--- src/rtl/sprite_motion_ctrl_pkg.sv ---
// Shared definitions for the sprite motion controller and the sprite renderer.
package sprite_motion_ctrl_pkg;

  // Sprite bitmap edge length in pixels, shared with the renderer.
  localparam int unsigned SPRITE_SIZE = 16;

  // Per-frame update sequencer states.
  typedef enum logic [1:0] {
    StIdle = 2'd0,
    StUpdX = 2'd1,
    StUpdY = 2'd2
  } motion_state_e;

  // -8 cannot be negated in 4 bits, so it is stored as -7.
  function automatic logic [3:0] sat_vel(input logic [3:0] v);
    return (v == 4'b1000) ? 4'b1001 : v;
  endfunction

  // Clamp a loaded coordinate into [lo, hi].
  function automatic logic [7:0] clamp_pos(input logic [7:0] v,
                                           input logic [7:0] lo,
                                           input logic [7:0] hi);
    logic [7:0] r;
    r = v;
    if (v < lo) r = lo;
    if (v > hi) r = hi;
    return r;
  endfunction

endpackage

--- src/rtl/axis_step.sv ---
// One-axis position step: add signed velocity, clamp at the limits and
// reflect the velocity when an edge is hit.
module axis_step #(
  parameter logic [7:0] Lo = 8'd0,
  parameter logic [7:0] Hi = 8'd240
) (
  input  logic [7:0] pos_i,
  input  logic [3:0] vel_i,
  output logic [7:0] next_pos_o,
  output logic [3:0] next_vel_o,
  output logic       bounce_o
);

  logic [8:0] nx;

  // 9-bit sum so that underflow below zero shows up in nx[8].
  assign nx = {1'b0, pos_i} + {{5{vel_i[3]}}, vel_i};

  // Clamp/reflect decision; zero velocity and an exact landing on a limit never bounce.
  always_comb begin
    next_pos_o = nx[7:0];
    next_vel_o = vel_i;
    bounce_o   = 1'b0;
    if (!vel_i[3] && (vel_i != 4'd0)) begin
      if (nx > {1'b0, Hi}) begin
        next_pos_o = Hi;
        next_vel_o = 4'd0 - vel_i;
        bounce_o   = 1'b1;
      end
    end else if (vel_i[3]) begin
      if (nx[8] || (nx < {1'b0, Lo})) begin
        next_pos_o = Lo;
        next_vel_o = 4'd0 - vel_i;
        bounce_o   = 1'b1;
      end
    end
  end

endmodule

--- src/rtl/sprite_motion_ctrl.sv ---
// Sprite motion controller: keeps sprite position/velocity, steps the position
// once per frame on the vsync rising edge, and produces renderer strobes.
module sprite_motion_ctrl
  import sprite_motion_ctrl_pkg::*;
#(
  parameter logic [7:0] X_MIN = 8'd0,
  parameter logic [7:0] X_MAX = 8'd240,
  parameter logic [7:0] Y_MIN = 8'd0,
  parameter logic [7:0] Y_MAX = 8'd224
) (
  input  logic       clk,
  input  logic       reset,
  input  logic [8:0] hpos,
  input  logic [8:0] vpos,
  input  logic       hsync,
  input  logic       vsync,
  input  logic       pos_load,
  input  logic [7:0] pos_x_in,
  input  logic [7:0] pos_y_in,
  input  logic       vel_load,
  input  logic [3:0] vel_x_in,
  input  logic [3:0] vel_y_in,
  output logic [7:0] sprite_x,
  output logic [7:0] sprite_y,
  output logic       vstart,
  output logic       hstart,
  output logic       load,
  output logic       bounce_x,
  output logic       bounce_y
);

  motion_state_e state_q;
  logic [7:0]    sprite_x_q, sprite_y_q;
  logic [3:0]    vel_x_q, vel_y_q;
  logic          bounce_x_q, bounce_y_q;
  logic          vsync_q, vstart_q, hstart_q, load_q;
  logic          vsync_rise;

  logic [7:0]    x_next, y_next;
  logic [3:0]    vx_next, vy_next;
  logic          x_bounce, y_bounce;

  assign vsync_rise = vsync & ~vsync_q;

  axis_step #(
    .Lo (X_MIN),
    .Hi (X_MAX)
  ) u_step_x (
    .pos_i      (sprite_x_q),
    .vel_i      (vel_x_q),
    .next_pos_o (x_next),
    .next_vel_o (vx_next),
    .bounce_o   (x_bounce)
  );

  axis_step #(
    .Lo (Y_MIN),
    .Hi (Y_MAX)
  ) u_step_y (
    .pos_i      (sprite_y_q),
    .vel_i      (vel_y_q),
    .next_pos_o (y_next),
    .next_vel_o (vy_next),
    .bounce_o   (y_bounce)
  );

  // Per-frame update FSM with position/velocity state and bounce pulses.
  always_ff @(posedge clk) begin
    if (reset) begin
      state_q    <= StIdle;
      sprite_x_q <= X_MIN;
      sprite_y_q <= Y_MIN;
      vel_x_q    <= 4'd0;
      vel_y_q    <= 4'd0;
      bounce_x_q <= 1'b0;
      bounce_y_q <= 1'b0;
    end else begin
      bounce_x_q <= 1'b0;
      bounce_y_q <= 1'b0;
      unique case (state_q)
        StIdle: begin
          if (vsync_rise) state_q <= StUpdX;
        end
        StUpdX: begin
          state_q    <= StUpdY;
          sprite_x_q <= x_next;
          vel_x_q    <= vx_next;
          bounce_x_q <= x_bounce;
        end
        StUpdY: begin
          state_q    <= StIdle;
          sprite_y_q <= y_next;
          vel_y_q    <= vy_next;
          bounce_y_q <= y_bounce;
        end
        default: state_q <= StIdle;
      endcase
      // Host loads are applied last so they override any step in this cycle.
      if (pos_load) begin
        sprite_x_q <= clamp_pos(pos_x_in, X_MIN, X_MAX);
        sprite_y_q <= clamp_pos(pos_y_in, Y_MIN, Y_MAX);
      end
      if (vel_load) begin
        vel_x_q <= sat_vel(vel_x_in);
        vel_y_q <= sat_vel(vel_y_in);
      end
    end
  end

  // Renderer strobes and vsync edge register, all one clock behind the beam.
  always_ff @(posedge clk) begin
    if (reset) begin
      vsync_q  <= 1'b0;
      vstart_q <= 1'b0;
      hstart_q <= 1'b0;
      load_q   <= 1'b0;
    end else begin
      vsync_q  <= vsync;
      vstart_q <= (vpos == {1'b0, sprite_y_q}) && (hpos == 9'd0);
      hstart_q <= (hpos == {1'b0, sprite_x_q});
      load_q   <= hsync;
    end
  end

  assign sprite_x = sprite_x_q;
  assign sprite_y = sprite_y_q;
  assign vstart   = vstart_q;
  assign hstart   = hstart_q;
  assign load     = load_q;
  assign bounce_x = bounce_x_q;
  assign bounce_y = bounce_y_q;

endmodule
--- config.mk ---
export PLATFORM = sky130hd
export DESIGN_NAME = sprite_motion_ctrl
export DESIGN_NICKNAME = d
export VERILOG_FILES = /design/src/rtl/sprite_motion_ctrl_pkg.sv /design/src/rtl/axis_step.sv /design/src/rtl/sprite_motion_ctrl.sv
export SDC_FILE = /design/constraint.sdc
export NUM_CORES = 1
export LEC_CHECK = 0
export BUFFER_PORTS_ARGS = -buffer_cell sky130_fd_sc_hd__clkbuf_2
export CAP_MARGIN = 20
export CELL_PAD_IN_SITES_DETAIL_PLACEMENT = 2
export CELL_PAD_IN_SITES_GLOBAL_PLACEMENT = 2
export CORE_ASPECT_RATIO = 1.4
export CORE_MARGIN = 5
export CORE_UTILIZATION = 33
export DETAILED_ROUTE_END_ITERATION = 12
export PLACE_DENSITY = 0.88
export SLEW_MARGIN = 20
export SYNTH_ARGS = -nofsm -noshare
export SYNTH_HDL_FRONTEND = slang
export SYNTH_SLANG_ARGS = --single-unit
--- constraint.sdc ---
create_clock -name clk -period 6.2 [get_ports clk]
set_clock_uncertainty 0.2 [all_clocks]
set_input_delay 0.62 -clock clk [delete_from_list [all_inputs] [get_ports clk]]
set_output_delay 0.62 -clock clk [all_outputs]
set_load 0.01 [all_outputs]
* Word level (Yosys, flattened, before mapping) *
Index checks and enable logic that the tools add are counted.

word-level totals
  register bits after elaboration = 32
  output and inout bits = 21
  logic and storage cells = 103

operators by class
  add/subtract/negate cells = 4
  $lt $le $gt $ge = 8
  equal/unequal tests = 9
  muxes and demuxes = 40
  bitwise logic cells = 4
  reductions and logical operators = 25

operator list
  cell                 number
  $mux 8               16
  $mux 4               14
  $add 8x9->9          2
  $eq 9x8->1           2
  $gt 9x8->1 const B   2
  $lt 9x1->1 const B   2
  $gt 8x8->1 const B   2
  $lt 8x1->1 const B   2
  $reduce_bool 3->1    4
  $logic_not 9->1      1
  $eq 4x4->1 const B   2
  $mux 1               8
  $reduce_and 4->1     2
  $reduce_bool 2->1    4
  $reduce_bool 4->1    2
  $sub 1x4->4 const A  2
  $ne 3x3->1 const B   2
  $pmux 2 s2           1
  $reduce_and 2->1     2
  $reduce_or 2->1      2
  $logic_and 1x1->1    3
  $not 1->1            3
  $eq 2x1->1 const B   1
  $eq 2x2->1 const B   1
  6 further kinds      8

* Depth between registers and ports, before layout *
Gate-level depths: netlist of the first run.

  word-level depth = 8
  gate-level depth with buffers = 15
  mapped depth without buffers = 14

* Cells and area by module *
A second synthesis of the first run with hierarchy kept.

unflattened totals
  cells, all modules = 338
  area, all modules = 2900.3 um^2

modules (own cells, without submodules)
  module                 times used  cells each  area an instance (um^2)  sequential area each (um^2)
  sprite_motion_ctrl     1           176         1674.1                   640.6
  axis_step at u_step_y  1           91          676.9                    0.0
  axis_step at u_step_x  1           71          549.3                    0.0

* Least setup slack after synthesis of the first run *
OpenSTA, ideal clock, no wires.

  path type = reg2reg
  start point = register sprite_y_q[0] (netlist: sprite_y[0])
  end point = register sprite_y_q[0] (netlist: sprite_y[0])
  data arrival time = 2876 ps
  required time = 5862 ps
  slack = 2986 ps
  stages on the path, launching flop included = 14
  buffers on the path = 0
  path through = dfxtp_1 -> ha_1 -> inv_1 -> fa_1 -> nand2b_1 -> a211oi_1 -> o31a_1 -> o21a_1 -> nor2_1 -> ha_1 -> nand2_1 -> or3_4 -> a32oi_1 -> a211oi_1

between the ends
  longest elaborated chain between the ends = 8
  elaborated cells between the ends (all ways) = 10
  classes of those cells = 1 x add/sub; 2 x order compare; 6 x mux; 1 x reduce/logical

ends and longest elaborated chain
  what                      RTL line                   source
  start: declaration        sprite_motion_ctrl.sv:33   logic [7:0] sprite_x_q, sprite_y_q;
  start signal: assignment  sprite_motion_ctrl.sv:92   sprite_y_q <= y_next;
  start signal: assignment  sprite_motion_ctrl.sv:101  sprite_y_q <= clamp_pos(pos_y_in, Y_MIN, Y_MAX);
  $add 8x9->9 (*)           axis_step.sv:17            assign nx = {1'b0, pos_i} + {{5{vel_i[3]}}, vel_i};
  $lt 9x1->1                axis_step.sv:31            if (nx[8] || (nx < {1'b0, Lo})) begin
  $logic_or 1x1->1          axis_step.sv:31
  $mux 8                    axis_step.sv:31
  $mux 8                    axis_step.sv:30            end else if (vel_i[3]) begin
  $mux 8 (*)                axis_step.sv:24            if (!vel_i[3] && (vel_i != 4'd0)) begin
  $mux 8 (*)                sprite_motion_ctrl.sv:80   unique case (state_q)
  $mux 8 (*)                sprite_motion_ctrl.sv:99   if (pos_load) begin

Every way passes the cells marked *; elsewhere a longest branch is shown, timed or not. The select of a mux whose other input is x is not followed.
A chain may end at the register's enable or synchronous reset.

* Worst setup path in the final report of the first run *
  start point = register sprite_x_q[0] (netlist: sprite_x[0])
  end point = register vel_x_q[3]

between the ends
  longest elaborated chain between the ends = 8
  elaborated cells between the ends (all ways) = 11
  classes of those cells = 1 x add/sub; 2 x order compare; 1 x eq/ne; 5 x mux; 2 x reduce/logical

ends and longest elaborated chain
  what                      RTL line                   source
  start: declaration        sprite_motion_ctrl.sv:33
  start signal: assignment  sprite_motion_ctrl.sv:86   sprite_x_q <= x_next;
  start signal: assignment  sprite_motion_ctrl.sv:100  sprite_x_q <= clamp_pos(pos_x_in, X_MIN, X_MAX);
  $add 8x9->9 (*)           axis_step.sv:17
  $lt 9x1->1                axis_step.sv:31
  $logic_or 1x1->1          axis_step.sv:31
  $mux 4                    axis_step.sv:31
  $mux 4                    axis_step.sv:30
  $mux 4                    axis_step.sv:24
  $mux 4                    sprite_motion_ctrl.sv:80
  $mux 4                    sprite_motion_ctrl.sv:103  if (vel_load) begin
  end signal: assignment    sprite_motion_ctrl.sv:87   vel_x_q <= vx_next;
  end signal: assignment    sprite_motion_ctrl.sv:104  vel_x_q <= sat_vel(vel_x_in);
  end: declaration          sprite_motion_ctrl.sv:34   logic [3:0] vel_x_q, vel_y_q;

Marks and branches as above.

==> impl_metrics.json, run 1 <==
{
  "synth_area_mm2": 0.002686,
  "areaGrowthSynthToFinish_pct": 22.26,
  "numCtsBuffers": 5,
  "path_cells": "ha_1, inv_1, fa_1, nand2b_1, a211oi_1, o21ai_0, nand2b_1, a21oi_1, ha_1, nand2_1, a2111oi_0, nor3_1, o211a_1",
  "synthArstFlopShare_pct": 0,
  "grt_overflow_total": 0,
  "antenna_found_initial": 0,
  "power_per_cell_area_mw_per_mm2": 234.1,
  "startpoint_type": "register",
  "clkSinkCount": 32,
  "via_per_inst": 5.754,
  "initial_core_util_pct": 33.36,
  "syn_avg_cell_area_um2": 8.240,
  "nets": 462,
  "synth_ff_type": "dfxtp_1",
  "htreeDepth": 2,
  "drc": 0,
  "die_y_um": 116.8,
  "cp_top_family": "compound AO/OA/AOI/OAI gates",
  "yosysWarnings": 0,
  "grt_first_pass_wirelength_um": 16330,
  "r2r-start": "sprite_x[0]",
  "yosys.area.top_type": "dfxtp_1",
  "worstSkewPairLatency_ns": 0.28,
  "slew_viol_final": 0,
  "clockBufferDepth": 2,
  "synth-seq-cells": 32,
  "postRouteAntennaNets": 0,
  "grtUsageTotal_pct": 20.80,
  "grt_max_degree": 28,
  "synth.distinct_cells": 61,
  "yosysTopAreaCellShare_pct": 23.85,
  "period_share_pct": 63.29,
  "crit_end": "vel_x_q[3]",
  "fp.dieArea_mm2": 0.01007,
  "worst-path-stages": 13,
  "gp_congestion": 0.8137,
  "cp_slowest_cell": "a2111oi_0",
  "reg2reg_slack_ns": 2.28,
  "post_cts_buffers": 0,
  "drtIter0Drc": 51,
  "routed_wirelength_um": 10180,
  "worst_slew_pin_slew_ns": 0.7197,
  "setup_violations": 0,
  "ctsResizeCount": 0,
  "max_freq_mhz": 254.9,
  "hold_buffers": 0,
  "synthTopCellsByArea": "dfxtp_1 (24%), ha_1 (9.3%), nor2_1 (5.6%), xor2_1 (5.2%), a211oi_1 (4.2%)",
  "critical_path.startpoint": "sprite_x[0]",
  "drive_gt1_share_pct": 22.90,
  "status": "finished, final reports clean",
  "cts_tree": "built",
  "ioPinCount": 69,
  "ys_seq_area_share_pct": 23.85,
  "chipWidth_um": 86.26,
  "cp.required_ns": 6.17,
  "firstDrtPassIters": 4,
  "r2r.worst_path.cells": 13,
  "core_mm2": 0.008051,
  "worst-path-buf-inv": 1,
  "max-cap-violations": 0,
  "fin_crit_ns": 3.924,
  "crit_path_max_fanout": 9,
  "synthCells": 326,
  "synth_nets": 396,
  "rows": 39,
  "r2r-end": "vel_x_q[3]",
  "crit_type": "register to register",
  "post-synth-top-count-cell": "nor2_1",
  "fin_setup_tns_ns": 0,
  "wl_per_cell_um": 20.56,
  "cpPeakStageDelay_ns": 0.68,
  "peakVddDrop_uv": 135.3,
  "netlist_top_cells_count": "nor2_1 (40), dfxtp_1 (32), a21oi_1 (20), ha_1 (20), nand2_1 (17)",
  "vias": 2848,
  "worstHoldStart": "vsync_q",
  "slew_headroom_pct": 50.78,
  "finalHoldViolCount": 0,
  "clk_pin_slew_ns": 0.06,
  "holdWs_ns": 0.2011,
  "n_antenna_cell": 0,
  "dp_hpwl_um": 8277,
  "rsz0062_at_grt": "false",
  "cp.arrival_ns": 3.89,
  "p_leak_nw": 1.451,
  "grt_pass1_vias": 3194,
  "hp-class": "register to register",
  "cts_root_buf": "clkbuf_16",
  "io_buffers": 68,
  "cp-end-kind": "register",
  "synth_edf_count": 0
}
==> area by class of cell <==
type	instances	area, um^2
well taps	102	127.6
multi-input cells	269	1952
clock buffers	6	128.9
clock inverters	2	35.03
flip-flops and latches	32	640.6
fillers	962	4767
inverters	16	60.06
repair buffers	68	340.3
==> worst reg2reg max path: stages (launching register included) <==
cell and delay, ns:
dfxtp_1 0.46, ha_1 0.23, inv_1 0.06, fa_1 0.38
nand2b_1 0.20, a211oi_1 0.28, o21ai_0 0.21, nand2b_1 0.13
a21oi_1 0.08, ha_1 0.45, nand2_1 0.13, a2111oi_0 0.68
nor3_1 0.15, o211a_1 0.17
==> how the worst min path moves through the flow <==
stage | endpoint | slack [ns] | depth (start not counted)
final | state_q[0] | 0.20 | 1
after global routing | state_q[0] | 0.22 | 1
after CTS | state_q[0] | 0.20 | 1
after detailed placement | state_q[0] | 0.20 | 1
after global placement | state_q[0] | 0.18 | 1
after floorplan | state_q[0] | 0.17 | 1
==> cell usage in the layout, fill, tap and decap left out, types with 3 or more instances in the layout <==
| cell type | count |
|---|---|
| a22oi_1 | 4 |
| o21ai_1 | 3 |
| clkbuf_16 | 5 |
| ha_1 | 20 |
| a211oi_1 | 15 |
| nor4_1 | 8 |
| nor2b_1 | 10 |
| o21ai_0 | 10 |
| dfxtp_1 | 32 |
| a21oi_1 | 20 |
| nor3_1 | 7 |
| nand2b_1 | 7 |
| nand3_1 | 3 |
| and3_1 | 3 |
| nand3b_1 | 3 |
| a21o_1 | 5 |
| xor2_1 | 16 |
| a2111oi_4 | 3 |
| xnor2_1 | 9 |
| clkbuf_2 | 68 |
| nand4_1 | 5 |
| inv_1 | 15 |
| o31a_1 | 3 |
| nand2_1 | 17 |
| a32oi_1 | 5 |
| or3_1 | 7 |
| nor2_1 | 40 |
| a31oi_1 | 6 |
==> report_power, final <==
part | total, W | internal (W) | leakage [nW] | switching [W]
sequential | 0.000246 | 0.000220 | 0.264 | 0.0000255
clock | 0.000283 | 0.000189 | 0.0808 | 0.0000942
combinational | 0.000240 | 0.0000985 | 1.11 | 0.000141
==> sequential cells by signal, indices dropped and copies added, names as in the netlist <==
register and flops:
state_q 2, sprite_y 8, vsync_q 1, load 1, hstart 1, bounce_y 1
vstart 1, bounce_x 1, vel_x_q 4, sprite_x 8, vel_y_q 4
==> kinds of logic after synthesis <==
kind of cell,Yosys count,synth area share [%]
flip-flops,32,23.85
adder cells (fa/ha/maj),22,10.81
XOR/XNOR,26,8.757
multiplexers,2,0.9314
AND/OR/NAND/NOR,121,24.08
buffers and inverters,25,3.493
AO/OA/AOI/OAI,98,28.09
==> routing by layer <==
metal	part of all wire, %	GRT usage, %	routed length (um)	vias to the layer above
met1	37	21.31	3811	1416
met3	2.5	2.117	259	16
met2	58	43.13	5874	54
li1	-	-	-	1362
met4	2.3	6.237	234	0
met5	0	0	0	-
==> per-stage QoR <==
stage          instances  instance area, um^2  worst slack [ns]   power, W  utilization [%]
2_1_floorplan        326                 2686             2.986  0.0004041                -
3_3_place_gp         487                 3120             2.577  0.0004769            38.76
3_5_place_dp         487                 3120             2.479  0.0004885            38.76
4_1_cts              495                 3284             2.208  0.0007764            40.79
5_1_grt              495                 3284             2.004  0.0008083            40.79
6_report             495                 3284             2.276  0.0007690            40.79
No activity file was read; power rests on OpenSTA's default activity.
==> inputs of run 2 (changes only) <==
--- a/config.mk
+++ b/config.mk
@@ -5,15 +5,16 @@
 export SDC_FILE = /design/constraint.sdc
 export NUM_CORES = 1
 export LEC_CHECK = 0
+export ABC_AREA = 1
 export BUFFER_PORTS_ARGS = -buffer_cell sky130_fd_sc_hd__clkbuf_2
 export CAP_MARGIN = 20
 export CELL_PAD_IN_SITES_DETAIL_PLACEMENT = 2
 export CELL_PAD_IN_SITES_GLOBAL_PLACEMENT = 2
 export CORE_ASPECT_RATIO = 1.4
 export CORE_MARGIN = 5
-export CORE_UTILIZATION = 33
+export CORE_UTILIZATION = 26
 export DETAILED_ROUTE_END_ITERATION = 12
-export PLACE_DENSITY = 0.88
+export PLACE_DENSITY = 0.81
 export SLEW_MARGIN = 20
 export SYNTH_ARGS = -nofsm -noshare
 export SYNTH_HDL_FRONTEND = slang
==> constraint.sdc (replaced) <==
create_clock -name clk -period 3.3 [get_ports clk]
set_clock_uncertainty 0.2 [all_clocks]
set_input_delay 0.33 -clock clk [delete_from_list [all_inputs] [get_ports clk]]
set_output_delay 0.33 -clock clk [all_outputs]
set_load 0.01 [all_outputs]
==> impl_metrics.json, run 2 <==
{
  "yosysWarnings": 0,
  "rsz0062_at_grt": "false",
  "grt_pass1_vias": 3611,
  "synth-seq-cells": 32,
  "ioPinCount": 69,
  "synth.distinct_cells": 39,
  "finalHoldViolCount": 0,
  "fp.dieArea_mm2": 0.01311,
  "startpoint_type": "register",
  "grt_first_pass_wirelength_um": 18200,
  "nFillCells": 1348,
  "initial_core_util_pct": 26.34,
  "crit_path_max_fanout": 8,
  "slew_headroom_pct": 56.55,
  "numCtsBuffers": 5,
  "setup_violations": 0,
  "synth_top_family_by_area": "simple AND/OR/NAND/NOR gates",
  "worstHoldStart": "hsync",
  "n_antenna_cell": 0,
  "synth_ff_type": "dfxtp_1",
  "antenna_found_initial": 0,
  "fin_util_pct": 33.21,
  "power_per_cell_area_mw_per_mm2": 465.0,
  "reg2reg_slack_ns": 0.28,
  "drc": 0,
  "grt_max_degree": 20,
  "via_per_inst": 4.918,
  "r2r-start": "sprite_y[0]",
  "post-synth-top-count-cell": "nand2_1",
  "synth_nets": 511,
  "synth_adder_area_share_pct": 10.25,
  "hp-class": "input port to register",
  "core_mm2": 0.01075,
  "r2r-end": "vel_y_q[1]",
  "syn_avg_cell_area_um2": 6.423,
  "synthTopCellsByArea": "dfxtp_1 (23%), nand2_1 (12%), inv_1 (10%), ha_1 (8.8%), nand3_1 (7.2%)",
  "yosys.area.top_type": "dfxtp_1",
  "cp-end-kind": "register",
  "synthMuxAreaShare_pct": 0,
  "cp.arrival_ns": 3.01,
  "cts_tree": "built",
  "yosysTopAreaCellShare_pct": 22.61,
  "layout_commonest_cell": "nand2_1",
  "max_freq_mhz": 330.9,
  "netlist_top_cells_count": "nand2_1 (93), inv_1 (78), nand3_1 (41)",
  "crit_type": "register to register",
  "io_buffers": 68,
  "htreeDepth": 2,
  "final_cell_mix": "nand2_1 (92), inv_1 (78), clkbuf_2 (68), nand3_1 (41)",
  "synthArstFlopShare_pct": 0,
  "cp.required_ns": 3.28,
  "status": "finished, final reports clean",
  "ys_seq_area_share_pct": 22.61,
  "synth_area_mm2": 0.002833,
  "hold-path-endpoint": "load",
  "synth_compound_area_share_pct": 15.33,
  "max-cap-violations": 0,
  "wl_per_cell_um": 17.67,
  "grt_overflow_total": 0,
  "clk_pin_slew_ns": 0.06,
  "chipWidth_um": 98.22,
  "r2r.worst_path.cells": 19,
  "dp_hpwl_um": 9624,
  "seqCellArea_um2": 644.4,
  "areaGrowthSynthToFinish_pct": 26.06,
  "p_leak_nw": 1.841,
  "clockBufferDepth": 2,
  "vias": 3241,
  "synth_edf_count": 0,
  "fin_setup_tns_ns": 0,
  "synth_xor_area_share_pct": 4.638,
  "worst_slew_pin_slew_ns": 0.6478,
  "cts_root_buf": "clkbuf_16",
  "firstDrtPassIters": 4,
  "multi_input_comb_area_mm2": 0.001882,
  "worstSkewPairLatency_ns": 0.29,
  "routed_wirelength_um": 11650,
  "clkSinkCount": 32,
  "peakVddDrop_uv": 170.1,
  "nets": 587,
  "fin_crit_ns": 3.022,
  "die_y_um": 133.5,
  "whs_path_depth": 3,
  "slew_viol_final": 0,
  "postRouteAntennaNets": 0,
  "drtIter0Drc": 73,
  "grtUsageTotal_pct": 17.56,
  "yosys.area_share.simple_pct": 35.29,
  "place_ws_ns": 0.02127,
  "gp_congestion": 0.8510,
  "period_share_pct": 91.57,
  "rows": 45,
  "synthCells": 441,
  "fin_ws_ns": 0.2782,
  "drive_gt1_share_pct": 22.20,
  "hold_buffers": 0
}
[run 2: area by class of cell]
cell class / instances / area share (%)
Clock inverter: 1 / 0.8409
Sequential cell: 32 / 18.04
Timing Repair Buffer: 74 / 10.79
Clock buffer: 7 / 4.275
Multi-Input combinational cell: 324 / 52.70
Inverter: 80 / 8.409
Tap cell: 141 / 4.940
[run 2: layer usage]
metal / global-route usage [%] / routed length [um] / vias up
met4: 5.239 / 225 / 0
li1: - / - / 1613
met2: 37.61 / 6906 / 40
met1: 16.41 / 4262 / 1575
met5: 0 / 0 / -
met3: 2.619 / 251 / 13
[run 2: worst max path at each step]
stage / endpoint / slack, ns / from
after floorplan: vel_y_q[2] / 0.47 / sprite_y[0]
after global placement: vel_y_q[2] / 0.22 / sprite_y[0]
after detailed placement: vel_y_q[2] / 0.02 / sprite_y[0]
after CTS: vel_y_q[2] / 0.07 / sprite_y[0]
after global routing: vel_y_q[2] / 0.004 / sprite_y[0]
final: vel_y_q[1] / 0.28 / sprite_y[0]
[run 2: metrics by stage]
stage / cells / hold slack [ns] / area, um^2 / power [W]
global route: 659 / 0.04113 / 3571 / 0.001764
CTS: 659 / 0.03524 / 3543 / 0.001673
floorplan: 441 / 0.1743 / 2833 / 0.0008538
finish: 659 / 0.04189 / 3571 / 0.001660
detailed placement: 651 / 0.1898 / 3358 / 0.001066
global placement: 651 / 0.1809 / 3358 / 0.001042
[run 2: critical path, stage by stage, from the launching register on]
cell and delay (ns):
dfxtp_2 0.37, ha_2 0.20, inv_1 0.05, fa_1 0.39, inv_1 0.10, nand2_1 0.06, nand2_1 0.11, nand3_2 0.09
nand2_2 0.07, nand2_2 0.05, nand2_1 0.06, a21oi_1 0.06, ha_1 0.37, nand3_1 0.15, nor2_4 0.14, nand3_4 0.14
nand2_4 0.11, nand3_1 0.07, nand2_1 0.06, nor2_1 0.05
[run 2: kinds of logic (layout without fill, tap and decap cells)]
| kind of cell | count (synthesis) | after routing |
|---|---|---|
| DFF | 32 | 32 |
| AOI/OAI and AO/OA | 75 | 75 |
| buffers and inverters | 85 | 162 |
| adders and majority gates | 22 | 22 |
| and+or+nand+nor | 212 | 212 |
| xor gates and xnor gates | 15 | 15 |
[run 2: timing repair]
action,CTS,global route
pin swaps,0,1
endpoints found under the setup margin,1,7
buffers inserted,0,0
hold endpoints to repair,0,0
resized for setup,1,10
[run 2: where the power goes]
| group | total, W | internal, W | switching, W | leakage, nW |
|---|---|---|---|---|
| Sequential | 0.000465 | 0.000419 | 0.0000460 | 0.265 |
| Combinational | 0.000602 | 0.000223 | 0.000379 | 1.49 |
| Clock | 0.000593 | 0.000398 | 0.000195 | 0.0901 |
